<file path="src/rtl/mips_defs.sv">
// Shared widths and the write-request payload for the register-file writer path.
package mips_defs;

    localparam int unsigned REG_AW   = 5;
    localparam int unsigned DATA_W   = 32;
    localparam int unsigned NUM_REGS = 1 << REG_AW;

    localparam logic [REG_AW-1:0] REG_ZERO = 5'd0;

    typedef struct packed {
        logic [REG_AW-1:0] addr;
        logic [DATA_W-1:0] data;
    } wb_req_t;

endpackage

</file>
<file path="src/rtl/wb_fifo.sv">
// Secondary write FIFO with per-entry live bits, kill-by-address and a pending-register mask.
module wb_fifo
    import mips_defs::*;
#(
    parameter int unsigned DEPTH = 4
) (
    input  logic                clk,
    input  logic                rst_n,
    input  logic                push_i,
    input  wb_req_t             push_req_i,
    input  logic                pop_i,
    input  logic                kill_i,
    input  logic [REG_AW-1:0]   kill_addr_i,
    output wb_req_t             head_o,
    output logic                head_live_o,
    output logic                empty_o,
    output logic                full_o,
    output logic [NUM_REGS-1:0] live_mask_o
);

    localparam int unsigned PTR_W = $clog2(DEPTH);
    localparam int unsigned CNT_W = PTR_W + 1;

    wb_req_t            mem_q [DEPTH];
    logic [DEPTH-1:0]   live_q,   live_d;
    logic [PTR_W-1:0]   wr_ptr_q, wr_ptr_d;
    logic [PTR_W-1:0]   rd_ptr_q, rd_ptr_d;
    logic [CNT_W-1:0]   count_q,  count_d;

    // A pushed entry racing a same-address primary write is born dead.
    always_comb begin
        live_d   = live_q;
        wr_ptr_d = wr_ptr_q;
        rd_ptr_d = rd_ptr_q;
        count_d  = count_q;
        for (int unsigned i = 0; i < DEPTH; i++) begin
            if (kill_i && (mem_q[i].addr == kill_addr_i)) begin
                live_d[i] = 1'b0;
            end
        end
        if (pop_i) begin
            live_d[rd_ptr_q] = 1'b0;
            rd_ptr_d         = rd_ptr_q + PTR_W'(1);
        end
        if (push_i) begin
            live_d[wr_ptr_q] = !(kill_i && (push_req_i.addr == kill_addr_i));
            wr_ptr_d         = wr_ptr_q + PTR_W'(1);
        end
        case ({push_i, pop_i})
            2'b10:   count_d = count_q + CNT_W'(1);
            2'b01:   count_d = count_q - CNT_W'(1);
            default: count_d = count_q;
        endcase
    end

    always_ff @(posedge clk or negedge rst_n) begin
        if (!rst_n) begin
            live_q   <= '0;
            wr_ptr_q <= '0;
            rd_ptr_q <= '0;
            count_q  <= '0;
        end else begin
            live_q   <= live_d;
            wr_ptr_q <= wr_ptr_d;
            rd_ptr_q <= rd_ptr_d;
            count_q  <= count_d;
        end
    end

    // Payload storage needs no reset; validity is carried by count and live bits.
    always_ff @(posedge clk) begin
        if (push_i) begin
            mem_q[wr_ptr_q] <= push_req_i;
        end
    end

    assign head_o      = mem_q[rd_ptr_q];
    assign head_live_o = live_q[rd_ptr_q];
    assign empty_o     = (count_q == CNT_W'(0));
    assign full_o      = (count_q == CNT_W'(DEPTH));

    always_comb begin
        live_mask_o = '0;
        for (int unsigned i = 0; i < DEPTH; i++) begin
            if (live_q[i]) begin
                live_mask_o[mem_q[i].addr] = 1'b1;
            end
        end
        live_mask_o[0] = 1'b0;
    end

endmodule

</file>
<file path="src/rtl/wb_write_queue.sv">
// Merges pipeline writeback and buffered long-latency results onto the single
// register-file write port, with read-port bypass of the value being written.
module wb_write_queue
    import mips_defs::*;
#(
    parameter int unsigned DEPTH = 4
) (
    input  logic                clk,
    input  logic                rst,
    input  logic                p_valid,
    input  logic [REG_AW-1:0]   p_addr,
    input  logic [DATA_W-1:0]   p_data,
    input  logic                s_valid,
    output logic                s_ready,
    input  logic [REG_AW-1:0]   s_addr,
    input  logic [DATA_W-1:0]   s_data,
    output logic                WriteReg,
    output logic [REG_AW-1:0]   wAddr,
    output logic [DATA_W-1:0]   wData,
    input  logic [REG_AW-1:0]   rAddr1,
    input  logic [REG_AW-1:0]   rAddr2,
    input  logic [DATA_W-1:0]   rfData1,
    input  logic [DATA_W-1:0]   rfData2,
    output logic [DATA_W-1:0]   fData1,
    output logic [DATA_W-1:0]   fData2,
    output logic [NUM_REGS-1:0] pend_mask
);

    logic    armed_q;
    logic    write_reg_q, write_reg_d;
    wb_req_t wreq_q,      wreq_d;

    logic    p_take, s_push, pop;
    wb_req_t s_req, head;
    logic    head_live, empty, full;

    // armed_q blocks issue on the first edge after reset release.
    assign p_take  = armed_q && p_valid && (p_addr != REG_ZERO);
    assign s_push  = s_valid && !full && (s_addr != REG_ZERO);
    assign pop     = armed_q && !p_take && !empty;
    assign s_ready = !full;
    assign s_req   = '{addr: s_addr, data: s_data};

    wb_fifo #(
        .DEPTH (DEPTH)
    ) u_fifo (
        .clk         (clk),
        .rst_n       (rst),
        .push_i      (s_push),
        .push_req_i  (s_req),
        .pop_i       (pop),
        .kill_i      (p_take),
        .kill_addr_i (p_addr),
        .head_o      (head),
        .head_live_o (head_live),
        .empty_o     (empty),
        .full_o      (full),
        .live_mask_o (pend_mask)
    );

    // Source mux: primary first, then FIFO head; a dead head burns the slot.
    always_comb begin
        write_reg_d = 1'b0;
        wreq_d      = wreq_q;
        if (p_take) begin
            write_reg_d = 1'b1;
            wreq_d      = '{addr: p_addr, data: p_data};
        end else if (pop) begin
            write_reg_d = head_live;
            if (head_live) begin
                wreq_d = head;
            end
        end
    end

    always_ff @(posedge clk or negedge rst) begin
        if (!rst) begin
            armed_q     <= 1'b0;
            write_reg_q <= 1'b0;
            wreq_q      <= '0;
        end else begin
            armed_q     <= 1'b1;
            write_reg_q <= write_reg_d;
            wreq_q      <= wreq_d;
        end
    end

    assign WriteReg = write_reg_q;
    assign wAddr    = wreq_q.addr;
    assign wData    = wreq_q.data;

    assign fData1 = (write_reg_q && (wreq_q.addr == rAddr1) && (rAddr1 != REG_ZERO))
                    ? wreq_q.data : rfData1;
    assign fData2 = (write_reg_q && (wreq_q.addr == rAddr2) && (rAddr2 != REG_ZERO))
                    ? wreq_q.data : rfData2;

endmodule

</file>
<file path="config.mk">
export PLATFORM = sky130hd
export DESIGN_NAME = wb_write_queue
export DESIGN_NICKNAME = d
export VERILOG_FILES = /design/src/rtl/mips_defs.sv /design/src/rtl/wb_fifo.sv /design/src/rtl/wb_write_queue.sv
export SDC_FILE = /design/constraint.sdc
export NUM_CORES = 1
export LEC_CHECK = 0
export BUFFER_PORTS_ARGS = -buffer_cell sky130_fd_sc_hd__buf_2
export CORE_MARGIN = 3
export CORE_UTILIZATION = 40
export CTS_CLUSTER_SIZE = 24
export DETAILED_ROUTE_END_ITERATION = 8
export PLACE_DENSITY_LB_ADDON = 0.2
export SLEW_MARGIN = 20
export SYNTH_ARGS = -nofsm -noshare
export SYNTH_HDL_FRONTEND = slang
export SYNTH_SLANG_ARGS = --single-unit
</file>
<file path="constraint.sdc">
create_clock -name clk -period 2.4 [get_ports clk]
set_input_delay 0.36 -clock clk [delete_from_list [all_inputs] [get_ports clk]]
set_output_delay 0.36 -clock clk [all_outputs]
set_load 0.02 [all_outputs]
</file>
# Yosys cells after proc, flatten, opt, wreduce, memory -nomap -nowiden
# Memory sizes are Yosys's and may differ from the RTL's.
# Cells that the tools add are included.
# op_classes
n_eq_ne	10
n_lt_le_gt_ge	12
n_addsub	4
mux	35
n_bitwise	5
n_reduce_logical	34
# op_table
op	n
2-to-1 mux 32 bit	6
2-to-1 mux 37 bit	3
OR 32 bit	3
equality test 5 bit	7
less-than comparator 5 x 6 -> 1 bit (second input constant)	4
logical AND 1 bit	21
demux 1 bit (select 5 bit)	4
>= comparator 5 x 1 -> 1 bit (second input constant)	4
nonzero test 5 bit	4
2-to-1 mux 1 bit	15
2-to-1 mux 4 bit	2
less-than comparator 2 x 3 -> 1 bit (second input constant)	2
case mux 3 bit (2 select lines)	1
nonzero test 2 bit	3
adder 2 x 1 -> 2 bit (second input constant)	2
bitwise AND 4 bit	1
bitwise mux 4 bit	1
demux 1 bit (select 2 bit)	2
>= comparator 2 x 1 -> 1 bit (second input constant)	2
zero test 1 bit	4
NOT 4 bit	1
adder 3 x 1 -> 3 bit (second input constant)	1
equality test 3 bit (second input constant)	1
zero test 3 bit	1
5 further kinds	5
# word_totals
ramBits	148
word_cells	109
output_inout_bits	135
reg_bits	50
mem_count	1
inputBits	152
# mem_list
memory	words	word_bits	read_ports	rd_clocked_by_memory_dff	write_ports	line	source
u_fifo.mem_q	4	37	5	0	1	wb_fifo.sv:24	wb_req_t mem_q [DEPTH];

# Logic depth before layout (Yosys ltp)
# Gate-level depths: netlist of the first run.
# An unclocked memory read counts as a cell.
# depth
depth_word	12
depth_mapped	11
mapped_depth_nobuf	9

# Cells and area by module
# From an unflattened synthesis of the first run, not the netlist that was laid out.
# hier_totals
cells_unflattened	716
hier_area_um2	10015.9
# modules_own_cells
module	n_inst	seq_area_each_um2	area_per_inst_um2	cells_per_inst
wb_fifo	1	4719.5	7292.0	455
wb_write_queue	1	975.9	2723.9	261

# Least setup slack after synthesis of the first run
# OpenSTA, ideal clock, no wires.
# synth_path
path_type	in2reg
from	input p_addr[1]
to	register u_fifo.count_q[2]
n_path_buf	2
arrival_time_ns	2.659
setup_ns	0.079
required_ns	2.321
setup_slack_ns	-0.338
stages	11
cell_sequence	buf_4 -> or4_4 -> o211ai_4 -> buf_4 -> and2_1 -> ha_1 -> inv_1 -> fa_1 -> xor2_1 -> nor2_1 -> xor2_1
# synth_between
elab_chain_len	7
elab_cells_between_ends	9
classes_between	eq/ne: 2; mux: 1; reduce/logical: 6
# synth_lines
item	line	source
from (decl)	wb_write_queue.sv:11	input logic [REG_AW-1:0] p_addr,
nonzero test 5 bit *	wb_write_queue.sv:38	assign p_take = armed_q && p_valid && (p_addr != REG_ZERO);
logical AND 1 bit *	wb_write_queue.sv:38	
zero test 1 bit *	wb_write_queue.sv:40	assign pop = armed_q && !p_take && !empty;
logical AND 1 bit * (2 in a row)	wb_write_queue.sv:40	
net pop	wb_write_queue.sv:33	logic p_take, s_push, pop;
equality test 2 x 1 -> 1 bit or equality test 2 bit (tied branches)	wb_fifo.sv:49	case ({push_i, pop_i})
case mux 3 bit (2 select lines) or nonzero test 2 bit (tied branches)	-	
to (signal assigned)	wb_fifo.sv:66	count_q <= count_d;
to (decl)	wb_fifo.sv:28	logic [CNT_W-1:0] count_q, count_d;
# Mark *: on every way through the listed nets, which the timed path passes. The rest lies on a longest branch.
# A chain may end at the register's enable or synchronous reset.

# Worst setup path after layout of the first run
# layout_path
from	register wreq_q (netlist bit wAddr[1])
to	output fData2[14]
# layout_between
elab_chain_len	4
# layout_lines
item	line	source
from (decl)	wb_write_queue.sv:31	wb_req_t wreq_q, wreq_d;
from (signal assigned)	wb_write_queue.sv:84	wreq_q <= wreq_d;
equality test 5 bit	wb_write_queue.sv:94	assign fData2 = (write_reg_q && (wreq_q.addr == rAddr2) && (rAddr2 != REG_ZERO))
logical AND 1 bit (2 in a row)	wb_write_queue.sv:94	
2-to-1 mux 32 bit	wb_write_queue.sv:95	? wreq_q.data : rfData2;
to (decl)	wb_write_queue.sv:25	output logic [DATA_W-1:0] fData2,
# No other way between the ends.

==> key figures, run 1 <==
Run status
  • Outcome: complete, but fails checks
  • Failing checks: setup timing

Pwr
  • Clock power share: 0.197
  • Sequential power share: 0.394
  • Max VDD drop: about 460 uV
  • Int Power: between 0.008 and 0.009 W
  • Logic pwr share: 0.409
  • Final Power: approximately 0.014 W
  • Net Sw Power: 0.00493 W
  • PD cells: slightly above 1000 nW/um2
  • Leakage power total: around 5.4 nW
  • Switching share of power: 0.359

Floorplanning
  • Die height: between 150 and 200 um
  • Top Ports: around 290
  • Starting Density: 0.413
  • Die area: around 27000 um2
  • Core footprint: 24700 um2
  • Rows: 57
  • Die X: between 150 and 200 um

Routing
  • WL final: roughly 29000 um
  • Via count: 7490
  • Final ANT Viol Nets: 0
  • Detail-routed net length per standard cell: ~22 um
  • Drt initial violations: slightly above 600
  • Via density: approximately 5.6
  • Remaining DRCs: 0
  • TritonRoute pass-1 iters: 6

Final layout
  • Fin area: 13500 um2
  • FF/Latch Area: 5700 um2
  • N_diodes: 0
  • Fin nets: 1171
  • Layout area overhead: 32.4%
  • Layout cells sized above 1: 0.574
  • Multi-input combinational cell area: 4410 um2
  • FILL cells: 2044
  • Final std cells w/o fill: between 1000 and 1500

Logic synthesis
  • Cell taking the most area after synthesis: edfxtp_1
  • Post-synth ARST share: 0.253
  • Seq/Total Area, Yosys: 0.558
  • Top_reg_cell synth: edfxtp_1
  • Mapped cell area: 10200 um2
  • Net Count, Synth: 848
  • Distinct cell type count of the synthesized netlist: 51
  • Mean Syn Cell Area: 14.9 um2
  • Top post-synthesis cells by area: edfxtp_1, mux2_2, dfrtp_1, mux4_2, xor2_1
  • Post-Syn Instances: approximately 690
  • Synth Register Bits: about 200
  • Number of flops mapped to enable cells by yosys: around 150
  • Synth top area share: 0.436
  • Synthesis Warnings: 0

CTS
  • Clk_lat worst skew: approximately 0.43 ns
  • CTS tree: done
  • CTS root buffer: clkbuf_16
  • Total CTS buffers: 17
  • Clock slew at reported path FFs: 0.08 ns
  • Clk buf depth: 2
  • CTS H-tree depth: 4
  • Sink Count: 198

Critical path
  • Cell breakdown of the critical path: xor2_1 > nor3_1 > and4_4 > buf_12 > buf_16 > mux2_4 > buf_6
  • CP top delay family: simple AND/OR/NAND/NOR gates
  • Worst-path fanout max: 7
  • Crit path capture type: output port
  • Critical Path Slowest Stage Cell: dfrtp_2
  • CP arrival: between 2 and 2.5 ns
  • Crit path required time: approximately 2.0 ns
  • Worst Path Buf+Inv: 3
  • CP peak stage delay: about 0.46 ns
  • Critical Path Start Type: flip-flop
  • Critical path type: flip-flop to output port

Timing
  • Final min period: between 2 and 3 ns
  • Final period utilization: 1.10
  • Final worst clock skew: around 0.018 ns
  • Final Setup Violations: 64
  • Final hold vios: 0
  • Unrepaired setup endpoints after global routing: yes
  • Achievable Freq: 380 MHz
  • Final WS setup: -0.232 ns
  • Worst slew margin: 0.557
  • Tightest Pin Transition: 0.664 ns
  • Fin. max-slew vios: 0

Placement
  • GPL Wtd Cong: between 0.9 and 1
  • Dpl cells: around 1300
  • HPWL after DPL: roughly 20000 um
  • Post-DP Area: around 12000 um2
  • Port Buffers: 285

Run
  • Max-cap violation count: 0

Global route
  • Global-route usage over all layers: 0.211
  • Antenna violations before repair: 2
  • Gr ovfl total: 0
  • Maximum number of pins on one net before global-route repair: 28
  • First-pass GRT wire length: between 40000 and 50000 um
  • Vias in the first global route: 7721

Min path
  • Min-Delay Path Class: input pin to flip-flop
## routing by layer
metal | GRT usage | part of all wire | vias up
met5 | 0 | 0.00072 | -
met4 | 0.0647 | 0.017 | 4
met3 | 0.0462 | 0.069 | 46
met2 | 0.358 | 0.50 | 391
met1 | 0.272 | 0.41 | 3697
li1 | - | - | 3352
## power by group through the flow
| stage | clock (W) | combinational (W) | sequential, W |
|---|---|---|---|
| floorplan | 0 | 0.00323 | 0.00557 |
| global placement | 0 | 0.00524 | 0.00543 |
| detailed placement | 0 | 0.00530 | 0.00547 |
| CTS | 0.00278 | 0.00553 | 0.00540 |
| global route | 0.00291 | 0.00605 | 0.00553 |
| finish | 0.00270 | 0.00561 | 0.00540 |
## registers in the layout, summed over array words and instances, names as in the netlist
name / cells
u_fifo.wr_ptr_q: 2
armed_q: 1
u_fifo.rd_ptr_q: 2
u_fifo.live_q: 4
u_fifo.mem_q: 148
u_fifo.count_q: 3
wData: 32
WriteReg: 1
wAddr: 5
## Yosys cell counts, drive strengths merged, types with 6 or more instances
library cell,count
nand3,10
ha,9
edfxtp,148
o221ai,14
nand2,27
nand3b,9
and3b,6
nor2,15
o211ai,8
clkbuf,28
xor2,25
a221o,10
nor3b,8
buf,22
mux4,38
a22oi,19
o21ai,8
mux2,129
xnor2,13
o22ai,8
nor3,11
or3b,6
dfrtp,50
inv,12
## final cells by class
class,count,share of cell area
multi-input cells,426,0.326
clock inverters,14,0.0104
flip-flops and latches,198,0.422
repair buffers,354,0.176
clock buffers,18,0.0318
inverters,12,0.00334
well taps,324,0.0300
## cell usage in the layout (no fill, tap or decap), drive strengths merged, types with 9 or more instances in the layout
| cell | n |
|---|---|
| nand2 | 27 |
| nor3 | 11 |
| mux4 | 38 |
| mux2 | 129 |
| edfxtp | 148 |
| o221ai | 14 |
| clkbuf | 18 |
| dfrtp | 50 |
| xnor2 | 13 |
| a221o | 10 |
| inv | 17 |
| buf | 353 |
| nand3b | 9 |
| xor2 | 25 |
| ha | 9 |
| a22oi | 19 |
| nor2 | 15 |
| nand3 | 10 |
## path summary, 6_finish.rpt
kind	startpoint	to	slack, ns	depth (start not counted)
worst max-delay path	wAddr[1]	fData2[14]	-0.23	7
worst min-delay path	s_data[8]	u_fifo.mem_q[1][8]	0.15	1
worst max register to register	u_fifo.count_q[0]	u_fifo.count_q[2]	0.14	9
worst min register to register	u_fifo.count_q[2]	u_fifo.count_q[2]	0.52	1
max in group asynchronous	rst	wData[3]	1.27	3
min in group asynchronous	rst	wAddr[0]	0.52	2
## cells by family (layout without fill, tap and decap cells)
logic type	after synthesis	after routing	synth area share
buffers and inverters	62	398	0.0299
other	2	2	0.000736
DFF	198	198	0.558
AOI/OAI and AO/OA	87	87	0.0682
muxes	172	172	0.231
and+or+nand+nor	117	117	0.0658
adders and majority gates	10	10	0.0130
xor gates and xnor gates	38	38	0.0326
## stage by stage
stage | hold WS, ns | worst slack (ns) | TNS (ns) | utilization
2_1_floorplan | 0.0644 | -0.237 | -0.353 | -
3_3_place_gp | 0.436 | -0.0730 | -0.0730 | 0.497
3_5_place_dp | 0.441 | -0.0756 | -0.0896 | 0.497
4_1_cts | 0.125 | -0.301 | -15.13 | 0.538
5_1_grt | 0.123 | -0.314 | -16.54 | 0.547
6_report | 0.145 | -0.232 | -11.50 | 0.547
## timing repair
action / in CTS / in global routing
setup endpoints to repair: 72 / 81
setup buffers: 13 / 9
hold endpoints to repair: 24 / 0
pin swaps: 1 / 4
gates resized for setup: 74 / 63
hold buffers: 1 / 0
gates cloned: 3 / 0
Note: power is estimated with default switching activity, not from simulation.
==> run 2, diff against run 1 <==
Settings changed: CORE_ASPECT_RATIO set to 0.9.
==> key figures, run 2 (synthesized netlist as in run 1, its figures left out) <==
Routing
  • TritonRoute pass-1 iters: 5 (was 6)
  • Via density: 5.51 (was 5.56)
  • Final ANT Viol Nets: 0 (unchanged)
  • WL final: 31000 um (was 29400 um)
  • Drt initial violations: 681 (was 604)
  • Via count: 7577 (was 7490)
  • Detail-routed net length per standard cell: 22.5 um (was 21.8 um)
  • Remaining DRCs: 0 (unchanged)

Timing
  • Final worst clock skew: 0.0108 ns (was 0.0175 ns)
  • Final period utilization: 1.12 (was 1.10)
  • Tightest Pin Transition: 0.767 ns (was 0.664 ns)
  • Achievable Freq: 370 MHz (was 380 MHz)
  • Fin Setup TNS: -16.27 ns (was -11.50 ns)
  • Final hold vios: 0 (unchanged)
  • Unrepaired setup endpoints after global routing: yes (unchanged)
  • Final Setup Violations: 64 (unchanged)
  • Fin. max-slew vios: 0 (unchanged)
  • Worst slew margin: 0.489 (was 0.557)
  • Final min period: 2.70 ns (was 2.63 ns)
  • Final WS setup: -0.300 ns (was -0.232 ns)

Floorplanning
  • Die area: 27500 um2 (was 27400 um2)
  • Top Ports: 287 (unchanged)
  • Starting Density: 0.414 (was 0.413)
  • Core footprint: 24700 um2 (about the same)
  • Die height: 157 um (was 166 um)
  • Die X: 174 um (was 166 um)
  • Rows: 54 (was 57)

Final layout
  • Layout cells sized above 1: 0.585 (was 0.574)
  • Layout area overhead: 36.2% (was 32.4%)
  • Number of flip-flops in the largest register: 148 (unchanged)
  • Commonest cells after routing, fill and taps aside: buf_2, edfxtp_1, mux2_2 (unchanged)
  • Fin nets: 1188 (was 1171)
  • Most flop-heavy register: u_fifo.mem_q (unchanged)
  • FILL cells: 2013 (was 2044)
  • Commonest non-fill, non-tap cell in the layout: buf_2 (unchanged)
  • Fin area: 13900 um2 (was 13500 um2)
  • Final core utilization: 0.563 (was 0.547)

Pwr
  • Leakage power total: 5.64 nW (was 5.45 nW)
  • Final Power: 0.0140 W (was 0.0137 W)
  • Logic pwr share: 0.413 (was 0.409)
  • Clock power share: 0.202 (was 0.197)
  • Net Sw Power: 0.00501 W (was 0.00493 W)
  • Int Power: 0.00900 W (was 0.00879 W)
  • PD cells: 1010 nW/um2 (was 1020 nW/um2)
  • Sequential power share: 0.385 (was 0.394)
  • Max VDD drop: 474 uV (was 459 uV)
  • Switching share of power: 0.357 (was 0.359)

Critical path
  • Crit path capture type: output port (unchanged)
  • CP arrival: 2.34 ns (was 2.27 ns)
  • Critical path type: flip-flop to output port (unchanged)
  • Crit path required time: 2.04 ns (about the same)
  • Worst-path fanout max: 8 (was 7)
  • Critical Path Start Type: flip-flop (unchanged)

CTS
  • Clock slew at reported path FFs: 0.08 ns (about the same)
  • CTS root buffer: clkbuf_16 (unchanged)
  • Hold buffers post-CTS: 0 (was 1)
  • Clk buf depth: 2 (unchanged)
  • Sink Count: 198 (unchanged)
  • Clk_lat worst skew: 0.42 ns (was 0.43 ns)
  • Total CTS buffers: 17 (unchanged)
  • CTS tree: done (unchanged)
  • CTS H-tree depth: 4 (unchanged)

Run status
  • Outcome: complete, but fails checks (unchanged)
  • Failing checks: setup timing (unchanged)

Global route
  • Global-route usage over all layers: 0.208 (was 0.211)
  • Gr ovfl total: 0 (unchanged)
  • Antenna violations before repair: 3 (was 2)
  • Vias in the first global route: 7646 (was 7721)
  • Maximum number of pins on one net before global-route repair: 35 (was 28)
  • First-pass GRT wire length: 44000 um (was 45400 um)

Placement
  • HPWL after DPL: 19800 um (was 20300 um)
  • Place WS: -0.0861 ns (was -0.0756 ns)
  • GPL Wtd Cong: 0.888 (was 0.921)
  • Port Buffers: 285 (unchanged)
  • Post-DP Area: 12200 um2 (was 12300 um2)

Run
  • Max-cap violation count: 0 (unchanged)

Min path
  • Min-Delay Path Class: input pin to asynchronous set/reset pin (was input pin to flip-flop)
run 2: changes by cell type in the layout (fill, tap and decap cells not counted), sizes merged:
cell and delta:
clkinv -2, dlygate4sd3 -1, diode +1, buf +15
bufinv +1, clkbuf +3, clkinvlp +1
run 2: path summary, 6_finish.rpt:
check                                      endpoint  slack, ns               from  cells after the start
worst min-delay path                      wData[27]      0.004                rst                      1
worst min register to register    u_fifo.count_q[2]       0.50  u_fifo.count_q[2]                      1
min in group clk                u_fifo.mem_q[0][25]       0.15         s_data[25]                      1
max in group asynchronous                 wData[11]       1.68                rst                      2
worst max-delay path                      fData2[2]      -0.30           wAddr[4]                      6
worst max register to register    u_fifo.count_q[2]       0.17  u_fifo.count_q[1]                      9
run 2: area by class of cell:
| type | count | area (um2) | area share |
|---|---|---|---|
| clock inverter | 14 | 165 | 0.0119 |
| clock buffer | 18 | 429 | 0.0309 |
| antenna | 1 | 2.50 | 0.000180 |
| multi-input combinational | 426 | 4480 | 0.323 |
| sequential | 198 | 5700 | 0.411 |
| tap | 336 | 420 | 0.0303 |
| timing repair buffer | 371 | 2640 | 0.190 |
| inverter | 12 | 45.0 | 0.00324 |
run 2: power by group through the flow:
| stage | Combinational [W] | Clock, W | Sequential, W |
|---|---|---|---|
| 2_1_floorplan | 0.00323 | 0 | 0.00557 |
| 3_3_place_gp | 0.00518 | 0 | 0.00547 |
| 3_5_place_dp | 0.00523 | 0 | 0.00549 |
| 4_1_cts | 0.00543 | 0.00290 | 0.00541 |
| 5_1_grt | 0.00622 | 0.00305 | 0.00550 |
| 6_report | 0.00578 | 0.00283 | 0.00540 |
run 2: stage by stage:
step | hold WS, ns | instances
final | 0.00446 | 1376
after global routing | 0.0331 | 1375
after CTS | 0.0258 | 1345
after detailed placement | 0.479 | 1296
after global placement | 0.469 | 1296
after floorplan | 0.0644 | 686
run 2: repair_timing:
item | CTS | global route
pin swaps | 0 | 3
gates cloned | 2 | 4
buffers inserted | 15 | 26
resized for setup | 49 | 134
endpoints found under the setup margin | 71 | 88
run 2: per-layer routing:
metal | wire (um) | GRT usage | vias up
met4 | 167 | 0.0436 | 6
met5 | 34 | 0 | -
met3 | 2290 | 0.0475 | 24
met1 | 13700 | 0.293 | 3789
li1 | - | - | 3390
met2 | 14700 | 0.333 | 368
run 2: critical path, cell delays in order (launching register included):
cell     delay (ns)
dfrtp_1        0.42
or2_2          0.29
o21ai_1        0.13
and4_4         0.36
buf_6          0.21
mux2_1         0.34
buf_2          0.17
==> run 3, diff against run 2 <==
Settings changed: SYNTH_HIERARCHICAL set to 1.
==> key figures, run 3 <==
Timing
  • Final hold vios: 0 (unchanged)
  • Worst slew margin: 0.434 (was 0.489)
  • Fin Setup TNS: -15.19 ns (was -16.27 ns)
  • Final worst clock skew: 0.0146 ns (was 0.0108 ns)
  • Final period utilization: 1.12 (about the same)
  • Tightest Pin Transition: 0.849 ns (was 0.767 ns)
  • Unrepaired setup endpoints after global routing: yes (unchanged)
  • Final min period: 2.68 ns (was 2.70 ns)
  • Final Setup Violations: 69 (was 64)
  • Fin. max-slew vios: 0 (unchanged)
  • Achievable Freq: 373 MHz (was 370 MHz)
  • Final WS setup: -0.279 ns (was -0.300 ns)

CTS
  • Total CTS buffers: 17 (unchanged)
  • Clock slew at reported path FFs: 0.08 ns (about the same)
  • CTS tree: done (unchanged)
  • Clk_lat worst skew: 0.43 ns (was 0.42 ns)
  • Sink Count: 198 (unchanged)
  • CTS root buffer: clkbuf_16 (unchanged)
  • Clk buf depth: 2 (unchanged)
  • CTS H-tree depth: 4 (unchanged)

Placement
  • GPL Wtd Cong: 0.880 (was 0.888)
  • HPWL after DPL: 19400 um (was 19800 um)
  • Dpl cells: 1316 (was 1296)
  • Port Buffers: 285 (unchanged)

Logic synthesis
  • Mapped cell area: 10000 um2 (was 10200 um2)
  • Net Count, Synth: 878 (was 848)
  • Distinct cell type count of the synthesized netlist: 45 (was 51)
  • Post-synth ARST share: 0.253 (unchanged)
  • Seq/Total Area, Yosys: 0.569 (was 0.558)
  • Top post-synthesis cells by area: edfxtp_1, dfrtp_1, mux4_2, mux2_2, mux2i_1 (was edfxtp_1, mux2_2, dfrtp_1, mux4_2, xor2_1)
  • Mean Syn Cell Area: 14.0 um2 (was 14.9 um2)
  • Top_reg_cell synth: edfxtp_1 (unchanged)
  • Synth top area share: 0.444 (was 0.436)
  • Post-Syn Instances: 716 (was 686)
  • Commonest cells in the netlist: edfxtp_1, mux2_2, nor2_1 (was edfxtp_1, mux2_2, dfrtp_1)
  • Synth Register Bits: 198 (unchanged)
  • Cell taking the most area after synthesis: edfxtp_1 (unchanged)
  • Most frequent cell after synthesis: edfxtp_1 (unchanged)
  • Synthesis Warnings: 6 (was 0)
  • Number of flops mapped to enable cells by yosys: 148 (unchanged)

Critical path
  • RR Startpoint: u_fifo/live_q[1] (was u_fifo.count_q[1])
  • R2R depth: 5 (was 9)
  • CP top delay family: buffers and inverters (was simple AND/OR/NAND/NOR gates)
  • Worst Path Buf+Inv: 4 (was 2)
  • Worst-path fanout max: 8 (unchanged)
  • CP peak stage delay: 0.45 ns (was 0.42 ns)
  • Critical path type: flip-flop to output port (unchanged)
  • CP arrival: 2.32 ns (was 2.34 ns)
  • Flop-to-flop setup slack: 0.38 ns (was 0.17 ns)
  • CP most frequent cell: buf_6
  • Crit path capture type: output port (unchanged)
  • Critical Path Start Type: flip-flop (unchanged)
  • Cell breakdown of the critical path: buf_6 > xnor2_2 > nand2_2 > a211oi_4 > buf_6 > clkbuf_16 > mux2_4 > buf_6 (was or2_2 > o21ai_1 > and4_4 > buf_6 > mux2_1 > buf_2)
  • Critical Path Slowest Stage Cell: dfrtp_2 (was dfrtp_1)
  • Crit path required time: 2.04 ns (about the same)
  • Worst flop-to-flop path endpoint: wAddr[3] (was u_fifo.count_q[2])

Global route
  • Antenna violations before repair: 3 (unchanged)
  • Gr ovfl total: 0 (unchanged)
  • Vias in the first global route: 7394 (was 7646)
  • Maximum number of pins on one net before global-route repair: 75 (was 35)
  • Global-route usage over all layers: 0.211 (was 0.208)
  • First-pass GRT wire length: 43700 um (was 44000 um)

Pwr
  • Leakage power total: 5.60 nW (was 5.64 nW)
  • Final Power: 0.0137 W (was 0.0140 W)
  • Max VDD drop: 512 uV (was 474 uV)
  • PD cells: 1010 nW/um2 (about the same)

Routing
  • Detail-routed net length per standard cell: 22.1 um (was 22.5 um)
  • TritonRoute pass-1 iters: 5 (unchanged)
  • Via count: 7537 (was 7577)
  • WL final: 30500 um (was 31000 um)
  • Final ANT Viol Nets: 0 (unchanged)
  • Drt initial violations: 542 (was 681)
  • Remaining DRCs: 0 (unchanged)
  • Via density: 5.47 (was 5.51)

Floorplanning
  • Die X: 173 um (was 174 um)
  • Core footprint: 24500 um2 (was 24700 um2)
  • Top Ports: 287 (unchanged)
  • Die area: 27000 um2 (was 27500 um2)
  • Starting Density: 0.410 (was 0.414)
  • Die height: 156 um (was 157 um)
  • Rows: 54 (unchanged)

Min path
  • Min-Delay Path Class: input pin to asynchronous set/reset pin (unchanged)

Final layout
  • Layout cells sized above 1: 0.498 (was 0.585)
  • Final std cells w/o fill: 1379 (was 1376)
  • Commonest non-fill, non-tap cell in the layout: buf_2 (unchanged)
  • Number of flip-flops in the largest register: 148 (unchanged)
  • Layout area overhead: 35.8% (was 36.2%)
  • Fin nets: 1191 (was 1188)
  • Commonest cells after routing, fill and taps aside: buf_2, edfxtp_1, buf_6 (was buf_2, edfxtp_1, mux2_2)
  • Most flop-heavy register: u_fifo/mem_q (was u_fifo.mem_q)

Run status
  • Failing checks: setup timing (unchanged)
  • Outcome: complete, but fails checks (unchanged)

Run
  • Max-cap violation count: 0 (unchanged)
run 3: cell types whose count changed after synthesis, moves of 8 or more:
cell      before  now
mux2_2       124   59
a21oi_1        2   46
nor2_1        15   56
mux2i_1        5   37
buf_2         10   31
clkbuf_1      28    7
a22oi_1       19   11
nor3_1        11    3
run 3: how the worst max path moves through the flow:
stage                        end  cells after the start      start  slack [ns]
2_1_floorplan  u_fifo/count_q[2]                     11  p_addr[1]       -0.11
3_3_place_gp   u_fifo/count_q[2]                     11  p_addr[1]       -0.17
3_5_place_dp   u_fifo/count_q[2]                     11  p_addr[1]       -0.19
4_1_cts                fData2[0]                      7   wAddr[0]       -0.29
5_1_grt               fData2[25]                      8   wAddr[2]       -0.37
6_report              fData2[25]                      8   wAddr[2]       -0.28
run 3: worst register-to-register path: stages, from the launching register on:
cell and delay, ns:
dfrtp_1 0.48, mux4_2 0.50, nand3b_1 0.21, buf_12 0.31
nand2_1 0.14, o221a_1 0.27
run 3: power breakdown:
part | leakage (nW) | total, W | switching [W] | internal, W
sequential | 1.91 | 0.00541 | 0.000767 | 0.00464
clock | 0.285 | 0.00283 | 0.00134 | 0.00149
combinational | 3.40 | 0.00550 | 0.00296 | 0.00254
total | 5.60 | 0.0137 | 0.00507 | 0.00866
run 3: cells by family after synthesis:
kind of cell / count (synthesis) / share of synthesized area
buffers and inverters: 66 / 0.0344
other: 2 / 0.000750
AND/OR/NAND/NOR: 151 / 0.0782
XOR/XNOR: 38 / 0.0332
multiplexers: 139 / 0.194
flip-flops: 198 / 0.569
AO/OA/AOI/OAI: 112 / 0.0772
adder cells (fa/ha/maj): 10 / 0.0132
run 3: cell type report:
type / count / area (um2)
sequential: 198 / 5700
clock inverter: 14 / 168
multi-input combinational: 452 / 4330
antenna: 1 / 2.50
fill: 2055 / 10900
timing repair buffer: 346 / 2480
tap: 336 / 420
inverter: 14 / 70.1
clock buffer: 18 / 429
run 3: metal layers:
layer / wire length, um / global-route usage
met3: 2190 / 0.0474
met2: 15100 / 0.359
met5: 22 / 0
met4: 450 / 0.0432
met1: 12700 / 0.280
run 3: metrics by stage:
stage	instance area [um2]	util	hold slack (ns)	setup slack (ns)
after global placement	12000	0.490	0.480	-0.172
after floorplan	10100	-	0.0644	-0.106
after detailed placement	12000	0.490	0.477	-0.195
after CTS	12900	0.528	0.0436	-0.292
after global routing	13600	0.556	0.0793	-0.368
final	13600	0.556	0.0359	-0.279
run 3: repair_timing:
action | in CTS | in global routing
endpoints found under the hold margin | 0 | 0
resized for setup | 65 | 127
setup endpoints to repair | 65 | 83
pin swaps | 5 | 6
buffers inserted | 4 | 20
hold buffers | 0 | 0
cloned | 3 | 3
